## src/rtl/sdram_linefill_if.sv

```systemverilog
// sdram_linefill_if
//   Groups the line-fill request, SDRAM read-beat stream and line-buffer
//   write port used by sdram_linefill.
//   master : requester / SDRAM datapath side (drives start, start_word,
//            rd_valid, rd_data; observes buffer port and status)
//   slave  : sdram_linefill itself
//   Signals:
//     start, start_word     fill request and critical word index
//     rd_valid, rd_data     16-bit SDRAM read beats
//     buf_addr/buf_we/buf_di  line-buffer write port (word address, byte enables, data)
//     busy, done, word_valid, err  fill status
interface sdram_linefill_if #(
  parameter int ADDR_WIDTH = 3
);
  logic                         start;
  logic [ADDR_WIDTH-1:0]        start_word;
  logic                         rd_valid;
  logic [15:0]                  rd_data;
  logic [ADDR_WIDTH-1:0]        buf_addr;
  logic [3:0]                   buf_we;
  logic [31:0]                  buf_di;
  logic                         busy;
  logic                         done;
  logic [(1<<ADDR_WIDTH)-1:0]   word_valid;
  logic                         err;

  modport master (
    output start, start_word, rd_valid, rd_data,
    input  buf_addr, buf_we, buf_di, busy, done, word_valid, err
  );

  modport slave (
    input  start, start_word, rd_valid, rd_data,
    output buf_addr, buf_we, buf_di, busy, done, word_valid, err
  );
endinterface

```

## src/rtl/sdram_linefill.sv

```systemverilog
// sdram_linefill
//   SDRAM-side writer for the controller's line buffer. Packs a burst of
//   16-bit read beats (big-endian within a word) into 32-bit buffer writes,
//   starting at the critical word and wrapping around the line, and keeps a
//   per-word valid bitmap so the bus side can return the critical word early.
//
//   Ports:
//     clk    system clock, rising edge
//     rst_n  asynchronous active-low reset
//     bus    sdram_linefill_if.slave (start/start_word, rd_valid/rd_data,
//            buf_addr/buf_we/buf_di, busy, done, word_valid, err)
//
//   Build option:
//     SDRAM_LINEFILL_TIMEOUT_EN  when defined, an 8-bit idle counter aborts
//     a stalled fill after 255 cycles without a beat (err set, no done).
//
//   state | meaning
//   ------+----------------------------------------------------------
//   IDLE  | waiting for start; any rd_valid here is excess data (err)
//   FILL  | accepting beats; final write cycle tracked by last_q
//   DONE  | one-cycle completion: done=1, busy=1, word_valid all ones
module sdram_linefill #(
  parameter int ADDR_WIDTH = 3
) (
  input  logic             clk,
  input  logic             rst_n,
  sdram_linefill_if.slave  bus
);

  localparam int WORDS = 1 << ADDR_WIDTH;
  localparam logic [ADDR_WIDTH:0] LAST_BEAT = {(ADDR_WIDTH+1){1'b1}};

  typedef enum logic [1:0] {
    IDLE = 2'd0,
    FILL = 2'd1,
    DONE = 2'd2
  } state_t;

  state_t                state_q, state_d;
  logic [ADDR_WIDTH-1:0] ptr_q, ptr_d;
  logic [ADDR_WIDTH:0]   beat_cnt_q, beat_cnt_d;
  logic                  last_q, last_d;
  logic [ADDR_WIDTH-1:0] buf_addr_q, buf_addr_d;
  logic [3:0]            buf_we_q, buf_we_d;
  logic [31:0]           buf_di_q, buf_di_d;
  logic [WORDS-1:0]      word_valid_q, word_valid_d;
  logic                  err_q, err_d;
`ifdef SDRAM_LINEFILL_TIMEOUT_EN
  logic [7:0]            idle_cnt_q, idle_cnt_d;
`endif

  always_ff @(posedge clk or negedge rst_n) begin
    if (!rst_n) begin
      state_q      <= IDLE;
      ptr_q        <= '0;
      beat_cnt_q   <= '0;
      last_q       <= 1'b0;
      buf_addr_q   <= '0;
      buf_we_q     <= '0;
      buf_di_q     <= '0;
      word_valid_q <= '0;
      err_q        <= 1'b0;
`ifdef SDRAM_LINEFILL_TIMEOUT_EN
      idle_cnt_q   <= '0;
`endif
    end else begin
      state_q      <= state_d;
      ptr_q        <= ptr_d;
      beat_cnt_q   <= beat_cnt_d;
      last_q       <= last_d;
      buf_addr_q   <= buf_addr_d;
      buf_we_q     <= buf_we_d;
      buf_di_q     <= buf_di_d;
      word_valid_q <= word_valid_d;
      err_q        <= err_d;
`ifdef SDRAM_LINEFILL_TIMEOUT_EN
      idle_cnt_q   <= idle_cnt_d;
`endif
    end
  end

  always_comb begin
    state_d      = state_q;
    ptr_d        = ptr_q;
    beat_cnt_d   = beat_cnt_q;
    last_d       = last_q;
    buf_addr_d   = buf_addr_q;
    buf_we_d     = '0;
    buf_di_d     = '0;
    word_valid_d = word_valid_q;
    err_d        = err_q;
`ifdef SDRAM_LINEFILL_TIMEOUT_EN
    idle_cnt_d   = idle_cnt_q;
`endif

    // A word becomes valid at the edge that ends its low-half write cycle,
    // i.e. when the buffer has captured both halves.
    if (buf_we_q == 4'b0011) begin
      word_valid_d[buf_addr_q] = 1'b1;
    end

    unique case (state_q)
      IDLE: begin
        if (bus.start) begin
          // A beat arriving together with start is dropped; the start
          // clears the error it would otherwise raise.
          state_d      = FILL;
          ptr_d        = bus.start_word;
          beat_cnt_d   = '0;
          last_d       = 1'b0;
          word_valid_d = '0;
          err_d        = 1'b0;
`ifdef SDRAM_LINEFILL_TIMEOUT_EN
          idle_cnt_d   = '0;
`endif
        end else if (bus.rd_valid) begin
          err_d = 1'b1;
        end
      end

      FILL: begin
        if (last_q) begin
          // Final write cycle in flight; nothing more belongs to this line.
          state_d = DONE;
          last_d  = 1'b0;
          if (bus.rd_valid) begin
            err_d = 1'b1;
          end
        end else if (bus.rd_valid) begin
          buf_addr_d = ptr_q;
          if (beat_cnt_q[0]) begin
            buf_we_d = 4'b0011;
            buf_di_d = {16'h0000, bus.rd_data};
            ptr_d    = ptr_q + 1'b1;
          end else begin
            buf_we_d = 4'b1100;
            buf_di_d = {bus.rd_data, 16'h0000};
          end
          beat_cnt_d = beat_cnt_q + 1'b1;
          if (beat_cnt_q == LAST_BEAT) begin
            last_d = 1'b1;
          end
`ifdef SDRAM_LINEFILL_TIMEOUT_EN
          idle_cnt_d = '0;
`endif
        end else begin
`ifdef SDRAM_LINEFILL_TIMEOUT_EN
          // The 255th consecutive idle cycle aborts the fill.
          if (idle_cnt_q == 8'd254) begin
            state_d    = IDLE;
            err_d      = 1'b1;
            idle_cnt_d = '0;
          end else begin
            idle_cnt_d = idle_cnt_q + 8'd1;
          end
`endif
        end
      end

      DONE: begin
        state_d = IDLE;
        if (bus.rd_valid) begin
          err_d = 1'b1;
        end
      end

      default: begin
        state_d = IDLE;
      end
    endcase
  end

  assign bus.buf_addr   = buf_addr_q;
  assign bus.buf_we     = buf_we_q;
  assign bus.buf_di     = buf_di_q;
  assign bus.busy       = (state_q != IDLE);
  assign bus.done       = (state_q == DONE);
  assign bus.word_valid = word_valid_q;
  assign bus.err        = err_q;

endmodule

```

## src/flat_wrapper.sv

```systemverilog
// flat-port wrapper written by rule: the top's interface ports become plain ports
module sdram_linefill_flat 
#(
  parameter int ADDR_WIDTH = 3
)
  (clk, rst_n, bus_start, bus_start_word, bus_rd_valid, bus_rd_data, bus_buf_addr, bus_buf_we, bus_buf_di, bus_busy, bus_done, bus_word_valid, bus_err);
  sdram_linefill_if #(.ADDR_WIDTH(ADDR_WIDTH)) bus_i ();
  input  logic clk;
  input  logic rst_n;
  input wire logic [$bits(bus_i.start)-1:0] bus_start;
  input wire logic [$bits(bus_i.start_word)-1:0] bus_start_word;
  input wire logic [$bits(bus_i.rd_valid)-1:0] bus_rd_valid;
  input wire logic [$bits(bus_i.rd_data)-1:0] bus_rd_data;
  output wire logic [$bits(bus_i.buf_addr)-1:0] bus_buf_addr;
  output wire logic [$bits(bus_i.buf_we)-1:0] bus_buf_we;
  output wire logic [$bits(bus_i.buf_di)-1:0] bus_buf_di;
  output wire logic [$bits(bus_i.busy)-1:0] bus_busy;
  output wire logic [$bits(bus_i.done)-1:0] bus_done;
  output wire logic [$bits(bus_i.word_valid)-1:0] bus_word_valid;
  output wire logic [$bits(bus_i.err)-1:0] bus_err;
  assign bus_i.start = bus_start;
  assign bus_i.start_word = bus_start_word;
  assign bus_i.rd_valid = bus_rd_valid;
  assign bus_i.rd_data = bus_rd_data;
  assign bus_buf_addr = bus_i.buf_addr;
  assign bus_buf_we = bus_i.buf_we;
  assign bus_buf_di = bus_i.buf_di;
  assign bus_busy = bus_i.busy;
  assign bus_done = bus_i.done;
  assign bus_word_valid = bus_i.word_valid;
  assign bus_err = bus_i.err;
  sdram_linefill #(.ADDR_WIDTH(ADDR_WIDTH)) u_core (.clk(clk), .rst_n(rst_n), .bus(bus_i));
endmodule
```

## config.mk

```make
export PLATFORM = sky130hd
export DESIGN_NAME = sdram_linefill_flat
export DESIGN_NICKNAME = d
export VERILOG_FILES = /design/src/rtl/sdram_linefill_if.sv /design/src/rtl/sdram_linefill.sv /design/src/flat_wrapper.sv
export SDC_FILE = /design/constraint.sdc
export NUM_CORES = 1
export LEC_CHECK = 0
export ABC_AREA = 1
export BUFFER_PORTS_ARGS = -buffer_cell sky130_fd_sc_hd__buf_4
export CORE_MARGIN = 3
export CORE_UTILIZATION = 50
export CTS_CLUSTER_DIAMETER = 30
export DETAILED_ROUTE_END_ITERATION = 12
export PLACE_DENSITY = 0.82
export SYNTH_ARGS = -nofsm -noshare
export SYNTH_HDL_FRONTEND = slang
export SYNTH_SLANG_ARGS = --single-unit
```

## constraint.sdc

```tcl
create_clock -name clk -period 1.8 [get_ports clk]
set_input_delay 0.09 -clock clk [delete_from_list [all_inputs] [get_ports clk]]
set_output_delay 0.09 -clock clk [all_outputs]
set_load 0.01 [all_outputs]
```

==> summary.txt, run 1 <==
Status
  – Status: completed

Layout
  – Final Util: a little over two thirds
  – Final Non-Filler Cells: 360
  – Layout cells sized above 1: 28.71%
  – Fillers: roughly 300
  – Finished Cell Area: between 2000 and 3000 um2
  – # nets final: 339
  – Area Growth Syn to Fin: 30.75%
  – Inserted Diodes: 0

Die
  – Die X: 72.97 um
  – Row cnt: 23
  – Initial Util: 53.73%
  – Total core area: 4173 um2
  – # IOs: 73
  – Die ar.: roughly 5300 um2
  – Die height: around 73 um

Global route
  – Initial antenna violation count: 0
  – Pin count of the biggest net entering global routing: between 50 and 60
  – First-pass GRT wire length: 7562 um
  – Gr usage total: 18.36%
  – Vias in the first global route: 1719
  – GRT overflow: 0

Placement
  – Cell Area, Placed: 2808 um2
  – Final GP Congestion: 0.8303
  – Post-DP HPWL: 3190 um
  – Pre-CTS WS: about 270 ps
  – IO buf count: 72
  – Dpl cells: 351

Critical path
  – Worst Path Buf+Inv: 2
  – CP arrival: 1710 ps
  – Endpoint type of the worst setup path: flop
  – Crit. Startpoint: u_core.state_q[1]
  – CP Class: reg2reg
  – Critical path required time: 1980 ps
  – Worst Reg-to-Reg Cells: 5
  – CP max FO: 7
  – Critical path's top delay family: compound AO/OA/AOI/OAI gates
  – Crit path cell chain: inv_1, ha_1, inv_1, o21ai_0, o21ai_0
  – Worst r2r src: u_core.state_q[1]
  – Crit-path slowest cell: dfrtp_1
  – CP Launch Type: flop
  – WP depth: 5
  – Max incr delay on CP: 420 ps

Routing
  – DRC Markers: 0
  – Drt first pass iters: 4
  – Routed length per instance: 12.69 um
  – DRT antenna net count: 0
  – DR vias/cell: 4.811
  – Initial detailed-routing violation count: 72
  – Vias post-DR: 1732
  – Routed WL: about 4600 um

STA
  – Fin. max-slew vios: 0
  – Final worst slack: around 260 ps
  – Fmax: 650.4 MHz
  – Total negative setup slack: 0 ps
  – Fin crit share: 85.41%
  – Endpoints failing setup: 0
  – RSZ-0062 raised after global routing: false
  – Worst rel slew slack: 54.76%
  – Final hold viol count: 0
  – Tmin final: 1537 ps
  – Setup Skew: between 8 and 9 ps
  – Slew @ Worst Pin: 678.6 ps

Min path
  – HP Class: in2reg
  – WHS Path Cells: 3
  – Beginning of the worst hold path: bus_rd_data[13]

Clock network
  – CTS sink cnt: 56
  – Root buffer cell: clkbuf_8
  – TritonCTS buffer count: 5
  – CTS tree: built
  – H-Tree Depth: 2
  – Clock Path Buffers: 2
  – Post-CTS setup buffers: 0
  – Clock-pin slew on the worst setup and hold paths: roughly 100 ps
  – Worst-Skew Late Latency: ~310 ps

Job
  – Max-cap violations: 0

Logic synthesis
  – Gate count of the mapped netlist: 233
  – Seq/Total Area, Yosys: 62.50%
  – Synth Register Bits: 56
  – Distinct cells, synth: 18
  – Net count after synthesis: 263
  – Synthesis Warnings: 0
  – Cell Area, Synth: around 2200 um2
  – Syn_area_per_cell: 9.623 um2

Power
  – Leak: 0.001726 uW
  – Power density over the cells: roughly 1200 nW/um2
  – Worst VDD drop: 0.4812 mV
cell usage in the layout (no fill, tap or decap):
master	netlist	final
dlygate4sd3_1	0	1
inv_1	38	38
ha_2	0	1
dfrtp_1	56	56
nand2_2	1	1
nor2_1	47	47
ha_1	7	6
a22oi_1	1	1
o21ai_0	15	15
nor2_2	2	2
a21oi_1	8	8
clkbuf_8	0	5
nand2_4	2	2
nand2_1	40	40
nand3_1	7	7
bufinv_16	0	1
nor2_8	1	1
o21ai_2	1	1
or2_2	2	2
buf_4	2	72
nand4_1	1	1
clkbuf_1	0	1
inv_6	0	1
state kept, by name, indices dropped and copies added (netlist names):
signal,cells
u_core.beat_cnt_q,4
u_core.bus.buf_addr,3
u_core.bus.buf_di,32
u_core.bus.buf_we,2
u_core.bus.err,1
u_core.bus.word_valid,8
u_core.last_q,1
u_core.ptr_q,3
u_core.state_q,2
per-layer routing:
metal | GRT usage [%] | vias to the layer above | share of wire, % | routed length (um)
met5 | 0 | - | 0 | 0
met4 | 8.402 | 0 | 1.6 | 72
met3 | 4.270 | 8 | 7.4 | 339
met2 | 30.56 | 69 | 51 | 2327
met1 | 22.69 | 801 | 40 | 1827
li1 | - | 854 | - | -
synth_stat cells:
master,instances,area (um2)
dfrtp_1,56,1401
nor2_1,47,176.4
nand2_1,40,150.1
inv_1,38,142.6
o21ai_0,15,75.07
a21oi_1,8,40.04
ha_1,7,87.58
nand3_1,7,35.03
buf_4,2,15.01
buf_6,2,22.52
nand2_4,2,22.52
nor2_2,2,12.51
or2_2,2,12.51
a22oi_1,1,7.510
nand2_2,1,6.260
nand4_1,1,6.260
nor2_8,1,20.02
o21ai_2,1,8.760
worst register-to-register path: stages (launching register included):
cell and delay, ps:
dfrtp_1 420, inv_1 120, ha_1 280, inv_1 130, o21ai_0 330, o21ai_0 140
worst paths after layout:
path	endpoint	slack [ps]
setup / recovery	u_core.state_q[1]	260
hold / removal	u_core.bus.buf_di[29]	10
setup reg to reg	u_core.state_q[1]	260
hold reg to reg	u_core.bus.word_valid[0]	510
max in group asynchronous	u_core.bus.buf_di[30]	990
min in group asynchronous	u_core.beat_cnt_q[2]	370
cell type report:
class	count	area, um2	share of cell area (%)
Clock buffer	6	72.57	2.475
Clock inverter	2	38.79	1.323
Inverter	38	142.6	4.866
Multi-Input combinational cell	135	663.1	22.62
Sequential cell	56	1401	47.80
Tap cell	50	62.56	2.134
Timing Repair Buffer	73	550.5	18.78
power by group:
group | switching (uW) | total (uW) | internal, uW
clock network | 398 | 819 | 421
logic | 718 | 1200 | 480
registers | 166 | 1630 | 1460
stage by stage:
step	hold WS (ps)	total power, uW
finish	12.80	3644
detailed placement	177.9	2833
global route	6.366	3900
global placement	168.6	2806
CTS	4.330	3667
floorplan	-205.6	2375
cell families after synthesis:
kind of cell    count (synthesis)  synth area share [%]
compound gates                 25                 5.860
fa+ha+maj                       7                 3.906
buf+inv                        42                 8.036
flops                          56                 62.50
simple gates                  103                 19.70
repair_timing:
| action | 4_1_cts | 5_1_grt |
|---|---|---|
| endpoints found under the setup margin | 0 | 1 |
| resized for setup | 0 | 1 |
| hold buffers | 1 | 0 |
| endpoints found under the hold margin | 56 | 0 |
Note: power is estimated with default switching activity, not from simulation.
==> run 2: changes to the inputs <==
Settings changed: CTS_CLUSTER_DIAMETER 30 to not set.
Clock period 1.8 ns to 1.6 ns, I/O delays scaled along.
==> run 2 against run 1 <==
  * Sequential share of layout area down 1.1 points
  * Core utilization up 1.6 points
  * Non-clock buffer count up 7
==> summary.txt, run 2 (synthesis results as in run 1) <==
Min path
  – Beginning of the worst hold path: bus_rd_data[14]
  – WHS Path Cells: 3
  – HP Class: in2reg

STA
  – Total negative setup slack: 0 ps
  – Hold slack: 1.383 ps
  – Endpoints failing setup: 0
  – Fmax: approximately 660 MHz
  – Fin crit share: 95.18%
  – Tmin final: 1523 ps
  – Slew @ Worst Pin: 671.3 ps
  – Fin. max-slew vios: 0
  – Final hold viol count: 0
  – RSZ-0062 raised after global routing: true
  – Worst rel slew slack: between 50% and 60%
  – Setup Skew: 7.262 ps

Critical path
  – Worst Path Buf+Inv: 1
  – Worst r2r src: u_core.state_q[1]
  – CP Launch Type: flop
  – Critical path required time: 1830 ps
  – Crit. Startpoint: u_core.state_q[1]
  – CP max FO: 17
  – Endpoint type of the worst setup path: flop
  – Worst Reg-to-Reg Cells: 6
  – WP depth: 6
  – Crit-path slowest cell: dfrtp_1
  – CP Class: reg2reg
  – Critical path's top delay family: simple AND/OR/NAND/NOR gates
  – CP arrival: around 1800 ps
  – Max incr delay on CP: 430 ps
  – Crit path cell chain: inv_1, ha_2, nand2_2, nor2_8, nand2_8, nor2_1

Global route
  – Vias in the first global route: 1736
  – First-pass GRT wire length: 7686 um
  – Initial antenna violation count: 0
  – GRT overflow: 0
  – Pin count of the biggest net entering global routing: 57
  – Gr usage total: 18.89%

Clock network
  – Root buffer cell: clkbuf_8
  – TritonCTS buffer count: 5
  – Clock Path Buffers: 2
  – H-Tree Depth: 2
  – CTS sink cnt: 56
  – CTS tree: built
  – Post-CTS setup buffers: 0
  – Worst-Skew Late Latency: about 310 ps
  – Clock-pin slew on the worst setup and hold paths: 100 ps

Job
  – Max-cap violations: 0

Power
  – Power density over the cells: 1349 nW/um2
  – Worst VDD drop: 0.5878 mV
  – Leak: between 0.0015 and 0.002 uW

Die
  – Total core area: 4173 um2
  – Die ar.: between 5000 and 6000 um2
  – Die X: 72.97 um
  – # IOs: 73
  – Initial Util: 53.73%
  – Row cnt: 23
  – Die height: between 70 and 80 um

Routing
  – DR vias/cell: 4.845
  – Drt first pass iters: 4
  – Initial detailed-routing violation count: 69
  – Routed length per instance: 13.18 um
  – DRT antenna net count: 0
  – Vias post-DR: ~1800
  – Routed WL: 4836 um
  – DRC Markers: 0

Status
  – Status: completed

Layout
  – # nets final: 346
  – Inserted Diodes: 0
  – Final Non-Filler Cells: about 370
  – Finished Cell Area: 3000 um2
  – Area Growth Syn to Fin: 33.82%
  – Fillers: between 300 and 400
  – Most frequent cells in the layout: 73 x buf_4, 56 x dfrtp_1, 47 x nor2_1
  – Layout cells sized above 1: around 30%
  – Max reg flops: 32
  – Final Util: 71.90%
  – Most common cell after layout, fill and taps aside: buf_4

Placement
  – Post-DP HPWL: between 3000 and 4000 um
  – Dpl cells: 352
  – Cell Area, Placed: around 2800 um2
  – Final GP Congestion: slightly above 0.8
  – IO buf count: 72
==> run 2: metrics by stage <==
step | setup WS [ps] | power (uW)
2_1_floorplan | 227.6 | 2671
3_3_place_gp | 135.2 | 3178
3_5_place_dp | 63.17 | 3229
4_1_cts | 40.77 | 4012
5_1_grt | -39.49 | 4312
6_report | 77.04 | 4047
==> run 2: layout make-up <==
class	count	area (um2)	share of cell area, %
clock inverter	3	21.27	0.7089
inverter	38	142.6	4.754
clock buffer	5	68.82	2.294
timing repair buffer	80	618.1	20.60
tap	50	62.56	2.085
multi-input combinational	135	685.7	22.85
sequential	56	1401	46.71
==> run 2: final timing paths <==
kind | to | slack, ps
hold reg to reg | u_core.bus.word_valid[0] | 520
setup reg to reg | u_core.bus.buf_di[30] | 80
max in group asynchronous | u_core.bus.buf_di[30] | 810
hold / removal | u_core.bus.buf_di[14] | 1
min in group asynchronous | u_core.bus.err | 320
setup / recovery | u_core.bus.buf_di[30] | 80
==> run 2: layer usage <==
layer / wire length, um / track usage, % / vias to the layer above / share of wire, %
li1: - / - / 866 / -
met4: 102 / 6.967 / 0 / 2.1
met2: 2627 / 35.57 / 59 / 54
met1: 1782 / 20.40 / 844 / 37
met5: 0 / 0 / - / 0
met3: 323 / 4.270 / 9 / 6.7
==> run 2: worst reg2reg max path: stages, from the launching register on <==
cell and delay (ps):
dfrtp_1 430, inv_1 110, ha_2 260, nand2_2 130, nor2_8 230, nand2_8 150
nor2_1 150
==> run 2: report_power, final <==
group          switching [uW]  internal [uW]
combinational             834            583
clock                     474            312
sequential                200           1640
==> run 2: what timing repair did <==
action	4_1_cts	5_1_grt
setup endpoints to repair	0	42
hold buffers	7	0
hold endpoints to repair	66	0
resized for setup	0	6
==> run 3: changes to the inputs <==
Settings changed: CORE_ASPECT_RATIO set to 0.9, PLACE_DENSITY 0.82 to 0.79.
==> run 3 against run 2 <==
  * Die area hardly changed
  * Maximum frequency is 5.7% higher
  * Clock skew is 1.1 ps higher
  * Register-to-register slack better by 80 ps
  * Worst setup slack better by 82 ps
  * Largest power group unchanged
  * Hold slack better by 7.8 ps
  * First-iteration DRC count is 1.4% lower
  * Via count is 3.2% lower
  * Routed wire length is 5.6% lower
  * Clock power is 17% higher
  * Non-clock buffer count is 4 higher
  * Core utilization is 1.4 points higher
==> summary.txt, run 3 (synthesis results as in run 1) <==
Status
  – Status: completed

Die
  – Die height: 69.53 um
  – # IOs: 73
  – Initial Util: 53.59%
  – Total core area: ~4200 um2
  – Die X: 76.59 um
  – Die ar.: 5325 um2
  – Row cnt: 22

Critical path
  – Worst Reg-to-Reg Cells: 7
  – Endpoint type of the worst setup path: flop
  – CP Class: reg2reg
  – R2R Setup Slk: 160 ps
  – CP max FO: 8
  – CP arrival: around 1600 ps
  – Critical path required time: 1790 ps
  – CP Launch Type: flop

Global route
  – Gr usage total: 18.48%
  – Initial antenna violation count: 0
  – First-pass GRT wire length: 7721 um
  – Vias in the first global route: 1709
  – Pin count of the biggest net entering global routing: 57
  – GRT overflow: 0

STA
  – Final hold viol count: 0
  – Total negative setup slack: 0 ps
  – Fin crit share: 90.04%
  – Endpoints failing setup: 0
  – Worst rel slew slack: 55.58%
  – Fmax: 694.2 MHz
  – Tmin final: roughly 1400 ps
  – Slew @ Worst Pin: 666.3 ps
  – Setup Skew: 8.378 ps
  – Hold slack: between 9 and 10 ps
  – RSZ-0062 raised after global routing: false
  – Fin. max-slew vios: 0

Layout
  – Area Growth Syn to Fin: 36.72%
  – Inserted Diodes: 0
  – Max reg flops: 32
  – Fillers: 323
  – # nets final: 350
  – Most common cell after layout, fill and taps aside: buf_4
  – Most frequent cells in the layout: 74 x buf_4, 55 x dfrtp_1, 47 x nor2_1
  – Layout cells sized above 1: 29.60%
  – Final Non-Filler Cells: 381

Power
  – Clk network pwr share: a little over a fifth
  – Leak: 0.001773 uW
  – Pint: 2730 uW
  – Net Sw Frac: between 30% and 40%
  – Sequential group share of total power: 44.0%
  – Power density over the cells: 1371 nW/um2
  – Sw Pwr: around 1500 uW
  – Combinational power share: 34.1%
  – Worst VDD drop: 1.167 mV

Routing
  – Initial detailed-routing violation count: 68
  – Routed length per instance: 11.98 um
  – DRC Markers: 0
  – Vias post-DR: 1721
  – DRT antenna net count: 0
  – Routed WL: 4563 um
  – Drt first pass iters: 4
  – DR vias/cell: roughly 4.5

Placement
  – Post-DP HPWL: roughly 3200 um
  – Final GP Congestion: just over 0.8
  – Dpl cells: 363
  – IO buf count: 72

Job
  – Max-cap violations: 0

Clock network
  – Post-CTS setup buffers: 0
  – Clock-pin slew on the worst setup and hold paths: 90 ps
  – Root buffer cell: clkbuf_8
  – TritonCTS buffer count: 5
  – H-Tree Depth: 2
  – Worst-Skew Late Latency: 310 ps
  – CTS tree: built
  – Clock Path Buffers: 2
  – CTS sink cnt: 56

Min path
  – WHS Path Cells: 3
  – HP Class: in2reg
[run 3: worst paths after layout]
path | to | startpoint
setup / recovery | u_core.beat_cnt_q[1] | u_core.state_q[0]
hold / removal | u_core.bus.buf_di[2] | bus_rd_data[2]
setup reg to reg | u_core.beat_cnt_q[1] | u_core.state_q[0]
hold reg to reg | u_core.bus.word_valid[5] | u_core.bus.word_valid[5]
max in group asynchronous | u_core.state_q[0] | rst_n
min in group asynchronous | u_core.state_q[0] | rst_n
[run 3: per-stage QoR]
step / power (uW) / setup WS, ps / area (um2) / utilization (%)
after detailed placement: 3243 / 50.47 / 2835 / 67.76
after global routing: 4512 / 2.255 / 3065 / 73.27
after CTS: 4198 / 22.45 / 3049 / 72.88
final: 4204 / 159.4 / 3065 / 73.27
after floorplan: 2671 / 227.6 / 2242 / -
after global placement: 3199 / 138.8 / 2835 / 67.76
[run 3: power by group through the flow]
| stage | sequential (uW) | clock (uW) | combinational (uW) |
|---|---|---|---|
| 5_1_grt | 1890 | 993 | 1630 |
| 2_1_floorplan | 1900 | 0 | 776 |
| 3_3_place_gp | 1860 | 0 | 1340 |
| 6_report | 1850 | 919 | 1430 |
| 3_5_place_dp | 1870 | 0 | 1370 |
| 4_1_cts | 1840 | 939 | 1420 |
[run 3: what timing repair did]
action | 4_1_cts | 5_1_grt
resized for setup | 1 | 7
hold endpoints to repair | 67 | 0
endpoints found under the setup margin | 1 | 30
hold buffers | 10 | 0
pin swaps | 0 | 0
[run 3: layer usage]
metal | GRT usage (%) | vias up | share of wire, %
li1 | - | 875 | -
met1 | 23.16 | 792 | 45
met2 | 30.93 | 49 | 48
met3 | 6.494 | 5 | 5.8
met4 | 4.225 | 0 | 0.99
met5 | 0 | - | 0
[run 3: final cells by class]
class | count | area, um2 | area share, %
sequential | 56 | 1403 | 45.76
multi-input combinational | 135 | 678.2 | 22.12
timing repair buffer | 84 | 655.6 | 21.39
inverter | 38 | 142.6 | 4.653
tap | 60 | 75.07 | 2.449
clock buffer | 6 | 72.57 | 2.367
clock inverter | 2 | 38.79 | 1.265
[run 3: worst max-delay path, stage by stage (launching register included)]
cell,delay (ps)
dfrtp_2,460
inv_1,100
ha_2,220
inv_1,90
o21ai_1,150
nand2_2,130
nand2_1,90
o21ai_0,90
